==> config.mk <==
export PLATFORM = sky130hd
export DESIGN_NAME = i2s_frame_controller
export DESIGN_NICKNAME = d
export VERILOG_FILES = /design/src/rtl/i2s_pkg.sv /design/src/rtl/i2s_clk_div.sv /design/src/rtl/i2s_frame_controller.sv
export SDC_FILE = /design/constraint.sdc
export NUM_CORES = 1
export LEC_CHECK = 0
export CORE_MARGIN = 5
export CORE_UTILIZATION = 47
export DETAILED_ROUTE_END_ITERATION = 7
export PLACE_DENSITY = 0.89
export SLEW_MARGIN = 20
export SYNTH_ARGS = -nofsm -noshare
export SYNTH_HDL_FRONTEND = slang
export SYNTH_HIERARCHICAL = 1
export SYNTH_SLANG_ARGS = --single-unit
==> constraint.sdc <==
create_clock -name clk -period 2.28 [get_ports clk]
set_input_delay 0.342 -clock clk [delete_from_list [all_inputs] [get_ports clk]]
set_output_delay 0.342 -clock clk [all_outputs]
set_load 0.02 [all_outputs]
==> src/rtl/i2s_pkg.sv <==
`default_nettype none
// ============================================================================
// Module   : i2s_pkg
// Brief    : Shared defaults and lrck channel encoding for the I2S frame logic.
// Revision : 1.0 - initial release
// ============================================================================
package i2s_pkg;

    localparam int c_DATA_W    = 16;
    localparam int c_SLOT_BCKS = 32;
    // Standard I2S: MSB sits one bck after the lrck transition.
    localparam int c_I2S_DELAY = 1;

    typedef enum logic {
        LEFT  = 1'b0,
        RIGHT = 1'b1
    } i2s_chan_e;

endpackage
`default_nettype wire

==> src/rtl/i2s_clk_div.sv <==
`default_nettype none
// ============================================================================
// Module   : i2s_clk_div
// Brief    : bck divider with one-clk rise/fall strobes aligned to bck.
// Revision : 1.0 - initial release
// ============================================================================
module i2s_clk_div
    import i2s_pkg::*;
#(
    parameter int DIV_W = 8
) (
    input  logic             clk,
    input  logic             reset_n,
    input  logic             en,
    input  logic [DIV_W-1:0] bck_div,
    output logic             bck,
    output logic             bck_rise_stb,
    output logic             bck_fall_stb,
    output logic             bck_fall_next
);

    logic [DIV_W-1:0] r_div_cnt;
    logic [DIV_W-1:0] r_div_max;
    logic             r_bck;
    logic             r_rise_stb;
    logic             r_fall_stb;
    logic             w_term;

    assign w_term        = (r_div_cnt == r_div_max);
    // Lets the parent update bit/lrck state on the same edge bck falls.
    assign bck_fall_next = en && w_term && r_bck;

    assign bck          = r_bck;
    assign bck_rise_stb = r_rise_stb;
    assign bck_fall_stb = r_fall_stb;

    always_ff @(posedge clk or negedge reset_n) begin
        if (!reset_n) begin
            r_div_cnt  <= '0;
            r_div_max  <= '0;
            r_bck      <= 1'b0;
            r_rise_stb <= 1'b0;
            r_fall_stb <= 1'b0;
        end else if (!en) begin
            // Idle keeps tracking bck_div so the first half-period after enable is exact.
            r_div_cnt  <= '0;
            r_div_max  <= bck_div;
            r_bck      <= 1'b0;
            r_rise_stb <= 1'b0;
            r_fall_stb <= 1'b0;
        end else begin
            r_rise_stb <= 1'b0;
            r_fall_stb <= 1'b0;
            if (w_term) begin
                r_div_cnt  <= '0;
                r_div_max  <= bck_div;
                r_bck      <= ~r_bck;
                r_rise_stb <= ~r_bck;
                r_fall_stb <= r_bck;
            end else begin
                r_div_cnt <= r_div_cnt + 1'b1;
            end
        end
    end

endmodule
`default_nettype wire

==> src/rtl/i2s_frame_controller.sv <==
`default_nettype none
// ============================================================================
// Module   : i2s_frame_controller
// Brief    : I2S bus master: bck/lrck generation, frame capture and tx load.
// Revision : 1.0 - initial release
// ============================================================================
module i2s_frame_controller
    import i2s_pkg::*;
#(
    parameter int DATA_W    = c_DATA_W,
    parameter int SLOT_BCKS = c_SLOT_BCKS,
    parameter int DIV_W     = 8
) (
    input  logic                         clk,
    input  logic                         reset_n,
    input  logic                         en,
    input  logic [DIV_W-1:0]             bck_div,
    output logic                         bck,
    output logic                         lrck,
    output logic                         bck_rise_stb,
    output logic                         bck_fall_stb,
    output logic [$clog2(SLOT_BCKS)-1:0] bit_idx,
    output logic                         frame_stb,
    input  logic [DATA_W-1:0]            rx_outl,
    input  logic [DATA_W-1:0]            rx_outr,
    output logic [DATA_W-1:0]            smp_l,
    output logic [DATA_W-1:0]            smp_r,
    output logic                         smp_valid,
    input  logic                         smp_ready,
    input  logic [DATA_W-1:0]            tx_l,
    input  logic [DATA_W-1:0]            tx_r,
    input  logic                         tx_valid,
    output logic                         tx_ready,
    output logic [DATA_W-1:0]            ser_l,
    output logic [DATA_W-1:0]            ser_r,
    output logic                         ser_load,
    output logic                         overrun,
    output logic                         underrun,
    input  logic                         clr_err
);

    localparam int                 c_IDX_W    = $clog2(SLOT_BCKS);
    localparam logic [c_IDX_W-1:0] c_LAST_BIT = c_IDX_W'(SLOT_BCKS - 1);

    logic               w_fall_next;
    logic               w_slot_wrap;
    logic               w_frame_next;
    logic               w_tx_hs;
    logic               w_ov_set;
    logic               w_un_set;

    logic [c_IDX_W-1:0] r_bit_idx;
    logic               r_lrck;
    logic               r_frame_stb;
    logic               r_ser_load;
    logic [DATA_W-1:0]  r_smp_l;
    logic [DATA_W-1:0]  r_smp_r;
    logic               r_smp_valid;
    logic               r_pend;
    logic [DATA_W-1:0]  r_pend_l;
    logic [DATA_W-1:0]  r_pend_r;
    logic [DATA_W-1:0]  r_ser_l;
    logic [DATA_W-1:0]  r_ser_r;
    logic               r_overrun;
    logic               r_underrun;

    i2s_clk_div #(
        .DIV_W (DIV_W)
    ) u_clk_div (
        .clk           (clk),
        .reset_n       (reset_n),
        .en            (en),
        .bck_div       (bck_div),
        .bck           (bck),
        .bck_rise_stb  (bck_rise_stb),
        .bck_fall_stb  (bck_fall_stb),
        .bck_fall_next (w_fall_next)
    );

    assign w_slot_wrap  = (r_bit_idx == c_LAST_BIT);
    // The fall that ends the right slot is the frame boundary.
    assign w_frame_next = w_fall_next && w_slot_wrap && (r_lrck == RIGHT);
    assign w_tx_hs      = tx_valid && !r_pend;
    assign w_ov_set     = r_frame_stb && r_smp_valid && !smp_ready;
    assign w_un_set     = w_frame_next && !r_pend;

    assign lrck      = r_lrck;
    assign bit_idx   = r_bit_idx;
    assign frame_stb = r_frame_stb;
    assign ser_load  = r_ser_load;
    assign smp_l     = r_smp_l;
    assign smp_r     = r_smp_r;
    assign smp_valid = r_smp_valid;
    assign tx_ready  = !r_pend;
    assign ser_l     = r_ser_l;
    assign ser_r     = r_ser_r;
    assign overrun   = r_overrun;
    assign underrun  = r_underrun;

    always_ff @(posedge clk or negedge reset_n) begin
        if (!reset_n) begin
            r_bit_idx   <= '0;
            r_lrck      <= LEFT;
            r_frame_stb <= 1'b0;
            r_ser_load  <= 1'b0;
        end else if (!en) begin
            r_bit_idx   <= '0;
            r_lrck      <= LEFT;
            r_frame_stb <= 1'b0;
            r_ser_load  <= 1'b0;
        end else begin
            r_frame_stb <= w_frame_next;
            r_ser_load  <= w_frame_next;
            if (w_fall_next) begin
                if (w_slot_wrap) begin
                    r_bit_idx <= '0;
                    r_lrck    <= ~r_lrck;
                end else begin
                    r_bit_idx <= r_bit_idx + 1'b1;
                end
            end
        end
    end

    // Receive capture happens at the end of the frame_stb cycle so a consumer
    // handshake in that cycle frees the buffer for the new pair.
    always_ff @(posedge clk or negedge reset_n) begin
        if (!reset_n) begin
            r_smp_l     <= '0;
            r_smp_r     <= '0;
            r_smp_valid <= 1'b0;
        end else if (r_frame_stb) begin
            if (!r_smp_valid || smp_ready) begin
                r_smp_l     <= rx_outl;
                r_smp_r     <= rx_outr;
                r_smp_valid <= 1'b1;
            end
        end else if (smp_ready && r_smp_valid) begin
            r_smp_valid <= 1'b0;
        end
    end

    always_ff @(posedge clk or negedge reset_n) begin
        if (!reset_n) begin
            r_pend   <= 1'b0;
            r_pend_l <= '0;
            r_pend_r <= '0;
            r_ser_l  <= '0;
            r_ser_r  <= '0;
        end else begin
            if (w_frame_next) begin
                r_ser_l <= r_pend ? r_pend_l : '0;
                r_ser_r <= r_pend ? r_pend_r : '0;
            end
            if (w_frame_next && r_pend) begin
                r_pend <= 1'b0;
            end else if (w_tx_hs) begin
                r_pend   <= 1'b1;
                r_pend_l <= tx_l;
                r_pend_r <= tx_r;
            end
        end
    end

    always_ff @(posedge clk or negedge reset_n) begin
        if (!reset_n) begin
            r_overrun  <= 1'b0;
            r_underrun <= 1'b0;
        end else begin
            r_overrun  <= w_ov_set | (r_overrun & ~clr_err);
            r_underrun <= w_un_set | (r_underrun & ~clr_err);
        end
    end

endmodule
`default_nettype wire

Yosys cells after proc, flatten, opt, wreduce, memory -nomap -nowiden:

Index checks and enable logic that the tools add are counted.
W data, S select, Z words.

* flip-flop bits (word level): 126
* logic and storage cells: 78
* input bits: 78

* eq/ne operators: 6
* add/sub/neg operators: 2
* bitwise logic cells: 8
* reductions and logical operators: 20
* mux-type cells: 24

Operator list (number)
* $mux W16: 2
* $mux W8: 4
* $mux W1: 15
* $mux W5: 3
* $logic_and A1 B1 Y1: 10
* $add A8 B1 Y8 const B: 1
* $eq A8 B8 Y1: 1
* $ne A2 B1 Y1 const B: 4
* $reduce_and A2 Y1: 4
* $add A5 B1 Y5 const B: 1
* $eq A5 B5 Y1 const B: 1
* $not A1 Y1: 4
* $reduce_bool A2 Y1: 2
* $logic_not A1 Y1: 3
* $and A1 B1 Y1: 2
* $or A1 B1 Y1: 2
* $logic_or A1 B1 Y1: 1

Longest topological paths before layout:

* depth in word-level cells: 8
* gate-level depth with buffers: 10
* depth with buffers taken out: 7

Modules after synthesis:

Netlist, hierarchy kept.

Modules (own cells, without submodules)
* i2s_frame_controller: area an instance 4312.9 µm², sequential area each 2677.6 µm², cells each 324, instances 1
* i2s_clk_div: area an instance 855.8 µm², sequential area each 475.5 µm², cells each 69, instances 1

Worst setup path before layout:

No wires, ideal clock.

* path type: flip-flop to flip-flop
* from: register u_clk_div.r_div_cnt[5]
* to: register r_ser_l[7], in the netlist ser_l[7]
* path slack: 0.235 ns
* path buffers: 3
* library setup time: 0.132 ns
* stages on the path, launching flop included: 11
* period minus slack after synthesis: 2.045 ns
* arrival: 1.913 ns
* path through: dfrtp_1 xnor2_1 nand4_1 or3_1 nor2_1 buf_4 nand3_2 buf_4 buf_4 nand2_1 o21ai_1

* cells in the longest elaborated chain, start to end: 5

RTL lines
* from (decl): RTL line i2s_clk_div.sv:22 `logic [DIV_W-1:0] r_div_cnt;`
* from (signal assigned): RTL line i2s_clk_div.sv:61 `r_div_cnt <= r_div_cnt + 1'b1;`
* $eq A8 B8 Y1: RTL line i2s_clk_div.sv:29 `assign w_term = (r_div_cnt == r_div_max);`
* $logic_and A1 B1 Y1 (2 in a row): RTL line i2s_clk_div.sv:31 `assign bck_fall_next = en && w_term && r_bck;`
* net w_fall_next: RTL line i2s_frame_controller.sv:45 `logic w_fall_next;`
* $logic_and A1 B1 Y1 (2 in a row): RTL line i2s_frame_controller.sv:82 `assign w_frame_next = w_fall_next && w_slot_wrap && (r_lrck == RIGHT);`
* to (signal assigned): RTL line i2s_frame_controller.sv:152 `r_ser_l <= r_pend ? r_pend_l : '0;`
* to (decl): RTL line i2s_frame_controller.sv:62 `logic [DATA_W-1:0] r_ser_l;`

The timed path passes the listed nets, and every way through them passes these cells.
A chain may end at the register's enable or synchronous reset.

Worst setup path after layout:

* from: register u_clk_div.r_div_cnt[5]
* to: register r_bit_idx[3], in the netlist bit_idx[3]

* cells in the longest elaborated chain, start to end: 4

RTL lines
* $eq A8 B8 Y1: RTL line i2s_clk_div.sv:29
* $logic_and A1 B1 Y1 (2 in a row): RTL line i2s_clk_div.sv:31
* net w_fall_next: RTL line i2s_frame_controller.sv:45
* $ne A2 B1 Y1 (no line)
* to (signal assigned): RTL line i2s_frame_controller.sv:119 `r_bit_idx <= r_bit_idx + 1'b1;`
* to (decl): RTL line i2s_frame_controller.sv:52 `logic [c_IDX_W-1:0] r_bit_idx;`

The timed path passes the listed nets, and every way through them passes these cells.

==> metrics <==
CP arrival between 2 and 3 ns; EDFF count, synth 0; leading area contributor after synthesis dfrtp_1; Syn Inst Count approximately 390; Worst Reg-to-Reg Cells 8; MaxCap Viol Count 0; layout cells sized above 1 0.155; LEAKAGE between 3 and 4 nW; H-tree levels 4; most used cell, CP or3_1; r2r startpoint u_clk_div/r_div_cnt[5]; 1st-iter DRT viols approximately 120; class of the worst hold path input port to async pin; final cell count without fillers a little over 700; yosys warns 6; area fraction of the dominant cell type after synthesis 0.610; count leader, synth dfrtp_1; Placement Rows 38; end of the worst register-to-register path bit_idx[3]; DRC viols 0; # placed instances between 600 and 700; status finished clean; Starting Density 0.479; all-layer global routing usage 0.177; Tcrit/Tclk final 0.929; core area approximately 11000 um2; Top FF cell, synth dfrtp_1; root buf cell clkbuf_8; Worst Tran Pin Value between 0.6 and 0.7 ns; RSZ-0062 raised after global routing false; Num CTS Buffers 17; clk_lat worst skew approximately 0.50 ns; final setup TNS 0 ns; clk sinks ~130; Async SR Flop Fraction 1.00; global route overflow 0; Unique masters post-synth 36; vias in the first global route 3718; first-pass GRT wire length approximately 18000 um; Max stage delay cell, worst path dfrtp_1; initial antenna violation count 0; Final Max Slew Viols 0; Fin. Hold Viols 0; fmax around 470 MHz; hpwl dp roughly 8200 um; commonest cells in the netlist 126 x dfrtp_1, 67 x nand2_1, 35 x mux2_1; Final Setup Violations 0; diodes inserted 0; CTS tree built; DIE HEIGHT about 110 um; remaining antenna violation count 0; CP max stage delay 0.43 ns; maximum vdd drop 0.513 mV; # IOs between 150 and 200; Crit Path Class flip-flop to flip-flop; clk slew on worst S/H paths ~0.06 ns; Pre-antenna DRT Iters 5; critical path depth 8; Net count, final approximately 640; drt wl/cell between 15 and 20 um; critical path required time 2.70 ns; P per Cell Area approximately 810 nW/um2; crit path buf inv count 1; Bufs on Longest Clock Path 2; min cycle time layout approximately 2.1 ns; vias post-DR approximately 3500; DRT Wirelength ~11000 um; P&R area growth vs syn 44.6%; syn nets between 400 and 500; Max-slew headroom 0.584; final setup skew about 0.0073 ns; crit path cell chain xnor2_1 -> nand4_1 -> or3_1 -> nor2_1 -> buf_4 -> nand2b_1 -> or3_1 -> a21oi_1; count of input and output buffers 156; sequential-to-total area share from yosys stat 0.610; Synth Register Bits ~130; DR vias/cell 4.89; routability cong. between 0.7 and 0.8; Setup crit end kind flip-flop; largest net degree at the start of global routing 68; top cells by area, synth dfrtp_1 61%, mux2_4 8.7%, mux2_1 7.6%; die area approximately 13000 um2; width of the chip approximately 110 um; Post-Syn Area around 5200 um2; Syn Area/Cell approximately 13 um2; CP max FO 8; delay-heaviest family, CP simple AND/OR/NAND/NOR gates; CP Launch Type flip-flop; R2R setup slack ~0.16 ns
## area by class of cell
cell class / instances / area (um2)
clock buffers: 19 / 442
clock inverters: 13 / 163
fillers: 793 / 3320
inverters: 9 / 33.8
multi-input cells: 237 / 1800
flip-flops and latches: 126 / 3150
well taps: 140 / 175
repair buffers: 169 / 1710
## routing by layer
layer	GRT usage	routed length (um)	up-vias
li1	-	-	1665
met1	0.214	4610	1677
met2	0.303	5780	131
met3	0.0574	770	14
met4	0.0532	145	0
met5	0	0	-
## power by group
part	internal, mW	switching (mW)
Sequential	2.48	0.153
Combinational	0.484	0.245
Clock	1.73	0.968
## through the flow
step	power, mW	instance area [um2]	util	setup WS, ns	hold slack, ns
2_1_floorplan	3.11	5170	-	0.235	0.0464
3_3_place_gp	3.35	6850	0.635	0.102	0.387
3_5_place_dp	3.39	6850	0.635	0.0464	0.404
4_1_cts	6.13	7470	0.692	0.0829	0.400
5_1_grt	6.33	7470	0.692	0.0275	0.413
6_report	6.06	7470	0.692	0.161	0.394
## how the worst max path moves through the flow
stage,startpoint,to
finish,u_clk_div/r_div_cnt[5],bit_idx[3]
floorplan,u_clk_div/r_div_cnt[5],ser_l[7]
global placement,en,bit_idx[3]
global route,u_clk_div/r_div_cnt[1],bit_idx[3]
detailed placement,en,bit_idx[3]
CTS,u_clk_div/r_div_cnt[5],bit_idx[3]
## cells in the final DEF, fill, tap and decap left out, types with 4 or more instances in the layout
cell type	instances
buf_12	4
buf_4	9
clkbuf_16	16
clkdlybuf4s50_1	155
dfrtp_1	126
inv_1	8
mux2_1	35
mux2_2	8
mux2_4	30
nand2_1	67
nor2_1	17
o21ai_1	32
xnor2_1	10
xor2_1	5
## logic make-up (layout without fill, tap and decap cells)
kind of cell	count (synthesis)	after routing	share of synthesized area
flip-flops	126	126	0.610
AND/OR/NAND/NOR	102	102	0.0845
multiplexers	76	76	0.187
AO/OA/AOI/OAI	41	41	0.0431
buffers and inverters	30	210	0.0431
XOR/XNOR	15	15	0.0254
adder cells (fa/ha/maj)	3	3	0.00726
## registers in the layout (all words and copies together) (netlist names), 5 cells and up
register and cells:
ser_l 16, u_clk_div/r_div_max 8, smp_r 16, smp_l 16, r_pend_l 16, bit_idx 5, r_pend_r 16, ser_r 16
u_clk_div/r_div_cnt 8
## worst register-to-register path: stages, from the launching register on
cell,delay (ns)
dfrtp_1,0.43
xnor2_1,0.17
nand4_1,0.14
or3_1,0.39
nor2_1,0.16
buf_4,0.18
nand2b_1,0.08
or3_1,0.36
a21oi_1,0.13
## what timing repair did
action,CTS,global route
setup endpoints to repair,0,1
resized for setup,0,0
hold buffers,1,0
endpoints found under the hold margin,44,0
buffers inserted,0,1
Note: power is estimated with default switching activity, not from simulation.
